**src/rtl/trig_src_pkg.sv**
```systemverilog
// Shared definitions for the trigger-source arbiter: source slot indices
// and the arbiter FSM encoding.
package trig_src_pkg;

  localparam int SRC_SOFT = 0;
  localparam int SRC_EXT  = 1;
  localparam int SRC_PPS1 = 2;
  localparam int SRC_PPS2 = 3;

  typedef enum logic {
    ST_ARMED   = 1'b0,
    ST_HOLDOFF = 1'b1
  } trig_state_e;

endpackage

```
**src/rtl/trig_sat_counter.sv**
```systemverilog
// Saturating event scaler: counts inc pulses, sticks at all-ones,
// synchronous clear takes priority over a coincident increment.
module trig_sat_counter #(
  parameter int COUNT_W = 32
) (
  input  logic               clk,
  input  logic               rst,
  input  logic               inc,
  input  logic               clr,
  output logic [COUNT_W-1:0] cnt
);

  always_ff @(posedge clk or posedge rst) begin
    if (rst)                       cnt <= '0;
    else if (clr)                  cnt <= '0;
    else if (inc && (cnt != '1))   cnt <= cnt + 1'b1;
  end

endmodule

```
**src/rtl/trig_source_arbiter.sv**
```systemverilog
// Combines NUM_SRC synchronous trigger sources into one accepted-trigger
// pulse with enables, global disable, runtime deadtime and per-source scalers.
module trig_source_arbiter
  import trig_src_pkg::*;
#(
  parameter int NUM_SRC   = 4,
  parameter int SEL_W     = 3,
  parameter int COUNT_W   = 32,
  parameter int HOLDOFF_W = 16
) (
  input  logic                 clk250_i,
  input  logic                 rst_i,
  input  logic [NUM_SRC-1:0]   src_i,
  input  logic [NUM_SRC-1:0]   en_i,
  input  logic                 disable_i,
  input  logic [HOLDOFF_W-1:0] holdoff_i,
  input  logic                 cnt_clr_i,
  input  logic [SEL_W-1:0]     cnt_sel_i,
  output logic                 trig_o,
  output logic [NUM_SRC-1:0]   trig_src_o,
  output logic [SEL_W-1:0]     trig_idx_o,
  output logic                 busy_o,
  output logic [COUNT_W-1:0]   cnt_o
);

  function automatic logic [SEL_W-1:0] lowest_set(input logic [NUM_SRC-1:0] v);
    logic [SEL_W-1:0] r;
    r = '0;
    for (int i = NUM_SRC - 1; i >= 0; i--)
      if (v[i]) r = SEL_W'(i);
    return r;
  endfunction

  logic [NUM_SRC-1:0] src_q1, src_q2, edge_det, req;
  logic               any_req, accept, veto;
  trig_state_e        state_q, state_d;
  logic [HOLDOFF_W-1:0] hcnt_q;
  logic [NUM_SRC:0][COUNT_W-1:0] scaler;
  logic [NUM_SRC:0]   sc_inc;

  // Pipe resets to all-ones so a level already high at release is not an edge.
  always_ff @(posedge clk250_i or posedge rst_i) begin
    if (rst_i) begin
      src_q1 <= '1;
      src_q2 <= '1;
    end else begin
      src_q1 <= src_i;
      src_q2 <= src_q1;
    end
  end

  assign edge_det = src_q1 & ~src_q2;
  assign req      = edge_det & en_i;
  assign any_req  = |req;

  always_ff @(posedge clk250_i or posedge rst_i) begin
    if (rst_i) state_q <= ST_ARMED;
    else       state_q <= state_d;
  end

  always_comb begin
    state_d = state_q;
    case (state_q)
      ST_ARMED:   if (accept && (holdoff_i != '0)) state_d = ST_HOLDOFF;
      ST_HOLDOFF: if (hcnt_q <= HOLDOFF_W'(1))     state_d = ST_ARMED;
      default:    state_d = ST_ARMED;
    endcase
  end

  always_comb begin
    accept = 1'b0;
    veto   = 1'b0;
    busy_o = 1'b0;
    case (state_q)
      ST_ARMED: begin
        accept = any_req && !disable_i;
        veto   = any_req &&  disable_i;
      end
      ST_HOLDOFF: begin
        busy_o = 1'b1;
        veto   = any_req;
      end
      default: ;
    endcase
  end

  // Deadtime length is latched at accept; later holdoff_i changes are ignored.
  always_ff @(posedge clk250_i or posedge rst_i) begin
    if (rst_i) begin
      hcnt_q     <= '0;
      trig_o     <= 1'b0;
      trig_src_o <= '0;
      trig_idx_o <= '0;
    end else begin
      trig_o <= accept;
      if (accept) begin
        hcnt_q     <= holdoff_i;
        trig_src_o <= req;
        trig_idx_o <= lowest_set(req);
      end else if (state_q == ST_HOLDOFF) begin
        hcnt_q <= hcnt_q - 1'b1;
      end
    end
  end

  // Slots 0..NUM_SRC-1 count accepts per source; slot NUM_SRC counts vetoes.
  assign sc_inc = {veto, req & {NUM_SRC{accept}}};

  for (genvar g = 0; g <= NUM_SRC; g++) begin : g_scaler
    trig_sat_counter #(.COUNT_W(COUNT_W)) u_cnt (
      .clk (clk250_i),
      .rst (rst_i),
      .inc (sc_inc[g]),
      .clr (cnt_clr_i),
      .cnt (scaler[g])
    );
  end

  always_ff @(posedge clk250_i or posedge rst_i) begin
    if (rst_i)                          cnt_o <= '0;
    else if (int'(cnt_sel_i) <= NUM_SRC) cnt_o <= scaler[cnt_sel_i];
    else                                cnt_o <= '0;
  end

endmodule

```
**config.mk**
```make
export PLATFORM = sky130hd
export DESIGN_NAME = trig_source_arbiter
export DESIGN_NICKNAME = d
export VERILOG_FILES = /design/src/rtl/trig_src_pkg.sv /design/src/rtl/trig_sat_counter.sv /design/src/rtl/trig_source_arbiter.sv
export SDC_FILE = /design/constraint.sdc
export NUM_CORES = 1
export LEC_CHECK = 0
export CAP_MARGIN = 20
export CORE_ASPECT_RATIO = 1.4
export CORE_MARGIN = 3
export CORE_UTILIZATION = 40
export CTS_CLUSTER_DIAMETER = 60
export DETAILED_ROUTE_END_ITERATION = 16
export DONT_BUFFER_PORTS = 1
export PLACE_DENSITY_LB_ADDON = 0.08
export SLEW_MARGIN = 20
export SYNTH_ARGS = -nofsm -noshare
export SYNTH_HDL_FRONTEND = slang
export SYNTH_SLANG_ARGS = --single-unit
```
**constraint.sdc**
```tcl
create_clock -name clk250_i -period 7 [get_ports clk250_i]
set_clock_uncertainty 0.05 [all_clocks]
set_input_delay 1.05 -clock clk250_i [delete_from_list [all_inputs] [get_ports clk250_i]]
set_output_delay 1.05 -clock clk250_i [all_outputs]
set_load 0.005 [all_outputs]
```
==> results of run 1 <==
-- flip-flops by register name, indices dropped and copies added, names as in the netlist --
register	cells
state_q	1
trig_o	1
trig_src_o	4
g_scaler.u_cnt.cnt	160
hcnt_q	16
cnt_o	32
trig_idx_o	2
src_q2	4
src_q1	4
-- cells in the final DEF, fill, tap and decap left out, drive strengths merged, types with 29 or more instances in the layout --
master  synthesis  final
o21ai         110    110
nor2           67     67
nand2         117    117
nand3          44     44
or3            72     72
clkbuf         46     35
or4            49     49
nand4          57     57
a21oi         126    126
dfrtp         216    216
mux4           32     32
and4           29     29
o31ai          49     49
inv            65     66
-- critical path, stage by stage, from the launching register on --
cell	delay [ns]
dfrtp_1	0.58
nor2_1	0.73
nand4_1	0.68
o21bai_1	0.48
or4_1	0.44
a21oi_1	0.15
-- cell families after synthesis --
logic type | count (synthesis)
compound gates | 349
xor+xnor | 25
fa+ha+maj | 7
buf+inv | 130
flops | 224
mux | 49
other cells | 1
simple gates | 535
-- metrics by stage --
stage,worst slack (ns),area (um2),cells
floorplan,2.983,12660,1320
global placement,3.576,12950,1655
detailed placement,3.490,12950,1655
CTS,3.809,13860,1704
global route,3.559,13890,1705
finish,3.816,13890,1705
-- power groups by stage --
stage | combinational, uW | clock, uW | sequential (uW)
floorplan | 66.3 | 0 | 1330
global placement | 60.8 | 0 | 1330
detailed placement | 61.2 | 0 | 1330
CTS | 61.4 | 1490 | 1300
global route | 66.5 | 1540 | 1300
finish | 57.5 | 1450 | 1300
-- worst max-delay path by stage --
stage,cells past startpoint,slack [ns],end
6_report,5,3.82,g_scaler[2].u_cnt.cnt[29]
5_1_grt,5,3.56,g_scaler[2].u_cnt.cnt[29]
4_1_cts,5,3.81,g_scaler[2].u_cnt.cnt[29]
3_5_place_dp,5,3.49,g_scaler[2].u_cnt.cnt[29]
3_3_place_gp,5,3.58,g_scaler[2].u_cnt.cnt[27]
2_1_floorplan,1,2.98,cnt_o[0]
-- area by class of cell --
class	count	area [um2]	share of cell area, %
Sequential cell	224	5615	40.44
Inverter	65	247.7	1.784
Clock buffer	34	742.0	5.343
Clock inverter	15	168.9	1.216
Multi-Input combinational cell	966	6535	47.06
Tap cell	390	488.0	3.514
Timing Repair Buffer	11	88.84	0.6398
-- layer usage --
layer	track usage, %	up-vias	wire [um]
met3	2.517	48	1495
met1	27.80	5228	15070
met2	36.73	221	18360
met4	6.540	0	871
met5	0	-	0
li1	-	4956	-
==> impl_metrics.env, run 1 <==
export IMPL_cts_resized=0
export IMPL_synth_compound_area_share_pct=17.16
export IMPL_dieArea_um2=33850
export IMPL_synthFlopType="dfrtp_1"
export IMPL_async_flop_share_pct=100.0
export IMPL_arrival_ns=3.59
export IMPL_p_int_uw=2182
export IMPL_cts_sinks=224
export IMPL_htree_num_levels=1
export IMPL_dp_hpwl_mm=25.28
export IMPL_swShare_pct=22.49
export IMPL_grt_usage_pct=21.26
export IMPL_grt_pass1_vias=10270
export IMPL_dr_total_vias=10450
export IMPL_worstPathRequired_ns=7.41
export IMPL_synth_top_family_by_area="simple AND/OR/NAND/NOR gates"
export IMPL_clk_pin_slew_worst_paths_ns=0.06
export IMPL_synth_most_common_cell="dfrtp_1"
export IMPL_syn_area_per_cell_um2=9.591
export IMPL_yosys_area_share_simple_pct=24.58
export IMPL_synthAdderAreaFrac_pct=0.6918
export IMPL_drtIter0Drc=569
export IMPL_cts_tree="yes"
export IMPL_yosysWarnings=0
export IMPL_firstDrtPassIters=5
export IMPL_reg2regPathDepth=5
export IMPL_antenna_found_initial=0
export IMPL_timing_final_crit_share_pct=45.48
export IMPL_synth_area_mux_share_pct=7.225
export IMPL_postLayoutCoreUtil_pct=44.79
export IMPL_leakagePower_uw=0.005217
export IMPL_ir_drop_v=0.0001362
export IMPL_total_power_uw=2815
export IMPL_relSlewSlack_pct=37.32
export IMPL_wire_per_inst_um=21.00
export IMPL_cp_end_kind="register"
export IMPL_io_pins=72
export IMPL_nets=1333
export IMPL_routabilityCongestion=0.9037
export IMPL_die_w_um=156.4
export IMPL_path_class="reg -> reg"
export IMPL_hold_slack_ns=0.3068
export IMPL_fmax_mhz=314.1
export IMPL_fin_crit_ns=3.184
export IMPL_wirelength_mm=35.80
export IMPL_area_growth_synth_to_final_pct=9.686
export IMPL_n_antenna_cell=0
export IMPL_die_h_um=216.5
export IMPL_yosys_top_cells_area="dfrtp_1, mux4_2, a21oi_1"
export IMPL_synth_top_area_share_pct=42.70
export IMPL_slew_violations=0
export IMPL_postCtsHoldBufs=0
export IMPL_cts_max_path_buffers=3
export IMPL_syn_num_nets=1358
export IMPL_switching_power_uw=633.1
export IMPL_grt_setup_unrepaired="no"
export IMPL_synth_xor_area_share_pct=1.730
export IMPL_grt_pass1_wl_mm=57.98
export IMPL_rows=76
export IMPL_powerDensity_nw_per_um2=202.7
export IMPL_status="finished, final reports clean"
export IMPL_yosysSeqAreaShare_pct=44.36
export IMPL_worstMarginPinSlew_ns=0.9402
export IMPL_worst_hold_path_type="in -> async"
export IMPL_netlist_area_um2=12660
export IMPL_drive_gt1_share_pct=11.41
export IMPL_setup_tns_ns=0
export IMPL_core_um2=31000
export IMPL_synthCells=1320
export IMPL_ys_seq_elements=224
export IMPL_clkPwrFrac_pct=51.6
export IMPL_r2r_start="state_q"
export IMPL_synth_edf_count=0
export IMPL_grt_max_degree=175
export IMPL_yosysTopAreaCell="dfrtp_1"
export IMPL_synth_distinct_cells=78
export IMPL_initial_core_util_pct=40.84
export IMPL_r2r_slack_ns=3.82
export IMPL_post_cts_buffers=0
export IMPL_hold_viol_final=0
export IMPL_synth_common_cells="dfrtp_1, a21oi_1, nand2_1"
export IMPL_drc=0
export IMPL_cap_violations=0
export IMPL_detail_route_antenna_nets=0
export IMPL_combPwrFrac_pct=2.0
export IMPL_setup_violations=0
export IMPL_cp_start_kind="register"
export IMPL_n_fill_cell=3011
export IMPL_portBuffers=0
export IMPL_overflow=0
export IMPL_post_drt_via_cell_ratio=6.131
export IMPL_cp_max_fo=14
export IMPL_cts_made_buffers=27
export IMPL_crit_start="state_q"
export IMPL_clk_latency_ns=0.54
export IMPL_p_seq_share_pct=46.3
export IMPL_root_buffer="clkbuf_16"
export IMPL_reg2reg_to="g_scaler[2].u_cnt.cnt[29]"
No activity file was read; power rests on OpenSTA's default activity.
==> run 2: changes to the inputs <==
==> constraint.sdc (replaced) <==
create_clock -name clk250_i -period 3.13 [get_ports clk250_i]
set_clock_uncertainty 0.05 [all_clocks]
set_input_delay 0.4695 -clock clk250_i [delete_from_list [all_inputs] [get_ports clk250_i]]
set_output_delay 0.4695 -clock clk250_i [all_outputs]
set_load 0.005 [all_outputs]
==> impl_metrics.env, run 2 (same netlist as run 1, synthesis figures left out) <==
export IMPL_reg2regPathDepth=6
export IMPL_grt_max_degree=144
export IMPL_reg2reg_to="g_scaler[1].u_cnt.cnt[18]"
export IMPL_cts_sinks=224
export IMPL_initial_core_util_pct=40.84
export IMPL_pre_cts_ws_ns=0.5292
export IMPL_cp_start_kind="register"
export IMPL_antenna_found_initial=0
export IMPL_htree_num_levels=1
export IMPL_firstDrtPassIters=5
export IMPL_rows=76
export IMPL_portBuffers=0
export IMPL_r2r_slack_ns=0.56
export IMPL_powerDensity_nw_per_um2=453.2
export IMPL_detail_route_antenna_nets=0
export IMPL_grt_pass1_wl_mm=59.89
export IMPL_root_buffer="clkbuf_16"
export IMPL_cp_end_kind="register"
export IMPL_path_class="reg -> reg"
export IMPL_slew_violations=0
export IMPL_grt_pass1_vias=10360
export IMPL_worst_hold_path_type="in -> reg"
export IMPL_largest_reg_flops=160
export IMPL_min_to="cnt_o[29]"
export IMPL_worstPathRequired_ns=3.49
export IMPL_grt_setup_unrepaired="no"
export IMPL_reg_top3="g_scaler.u_cnt.cnt: 160 flops, cnt_o: 32 flops, hcnt_q: 16 flops"
export IMPL_timing_final_crit_share_pct=82.20
export IMPL_status="finished, final reports clean"
export IMPL_nets=1364
export IMPL_overflow=0
export IMPL_io_pins=72
export IMPL_routabilityCongestion=0.8852
export IMPL_wire_per_inst_um=21.34
export IMPL_layout_commonest_cell="dfrtp_1"
export IMPL_arrival_ns=2.94
export IMPL_dp_hpwl_mm=25.64
export IMPL_r2r_start="g_scaler[1].u_cnt.cnt[2]"
export IMPL_leakagePower_uw=0.005378
export IMPL_cts_tree="yes"
export IMPL_area_growth_synth_to_final_pct=12.23
export IMPL_setup_violations=0
export IMPL_post_drt_via_cell_ratio=6.123
export IMPL_drive_gt1_share_pct=12.41
export IMPL_cts_resized=0
export IMPL_clk_pin_slew_worst_paths_ns=0.06
export IMPL_whs_path_depth=1
export IMPL_die_h_um=216.5
export IMPL_drtIter0Drc=538
export IMPL_post_cts_buffers=0
export IMPL_fin_crit_ns=2.573
export IMPL_layout_common_cells="dfrtp_1, a21oi_1, nand2_1"
export IMPL_cap_violations=0
export IMPL_cts_made_buffers=27
export IMPL_hp_start="cnt_sel_i[2]"
export IMPL_ir_drop_v=0.0002764
export IMPL_cp_max_fo=7
export IMPL_hold_slack_ns=0.01687
export IMPL_fin_ws_ns=0.5572
export IMPL_worstMarginPinSlew_ns=0.8877
export IMPL_fmax_mhz=388.7
export IMPL_wirelength_mm=37.05
export IMPL_relSlewSlack_pct=40.17
export IMPL_postLayoutCoreUtil_pct=45.83
export IMPL_dr_total_vias=10630
export IMPL_cts_max_path_buffers=3
export IMPL_n_antenna_cell=0
export IMPL_postCtsHoldBufs=14
export IMPL_clk_latency_ns=0.55
export IMPL_top_register="g_scaler.u_cnt.cnt"
export IMPL_drc=0
export IMPL_total_power_uw=6439
export IMPL_die_w_um=156.4
export IMPL_hold_viol_final=0
export IMPL_dieArea_um2=33850
export IMPL_core_um2=31000
export IMPL_grt_usage_pct=22.12
## run 2: cell types whose count changed in the layout (fill, tap and decap cells not counted), moves of 2 or more
cell	previous run	this run
buf_4	10	26
dlygate4sd3_1	0	13
buf_12	0	2
clkinv_2	7	5
## run 2: routing by layer
layer / track usage [%] / vias up / wire length, um
li1: - / 5022 / -
met1: 28.70 / 5321 / 15480
met2: 38.72 / 233 / 19240
met3: 2.437 / 54 / 1326
met4: 6.569 / 0 / 1010
met5: 0 / - / 0
## run 2: worst max path at each step
stage / from / to / slack, ns / cells past startpoint
2_1_floorplan: rst_i / cnt_o[0] / -0.31 / 1
3_3_place_gp: disable_i / g_scaler[0].u_cnt.cnt[21] / 0.59 / 5
3_5_place_dp: disable_i / g_scaler[0].u_cnt.cnt[21] / 0.53 / 5
4_1_cts: g_scaler[3].u_cnt.cnt[10] / g_scaler[3].u_cnt.cnt[2] / 0.55 / 6
5_1_grt: state_q / g_scaler[0].u_cnt.cnt[21] / 0.37 / 5
6_report: g_scaler[1].u_cnt.cnt[2] / g_scaler[1].u_cnt.cnt[18] / 0.56 / 6
## run 2: cell type report
class	count	area (um2)
sequential	224	5615
clock inverter	13	177.7
multi-input combinational	966	6526
clock buffer	36	759.5
timing repair buffer	42	392.9
tap	390	488.0
inverter	65	247.7
fill	2966	16790
## run 2: power breakdown
part           leakage, uW  switching, uW  internal (uW)  total, uW
Sequential         0.00307           8.60           2910       2920
Clock             0.000459           1290           2030       3330
Combinational      0.00185            135           57.7        193
Total              0.00538           1440           5000       6440
## run 2: worst max-delay path, cell delays in order, from the launching register on
cell       delay, ns
dfrtp_1         0.44
and4_1          0.44
nand4_1         0.42
buf_4           0.32
a2111oi_0       0.54
xnor2_1         0.18
nor2_1          0.05
## run 2: through the flow
stage | instance area [um2] | instances | setup TNS (ns)
after floorplan | 12660 | 1320 | -66.31
after global placement | 13110 | 1673 | 0
after detailed placement | 13110 | 1673 | 0
after CTS | 14210 | 1736 | 0
after global routing | 14210 | 1736 | 0
final | 14210 | 1736 | 0
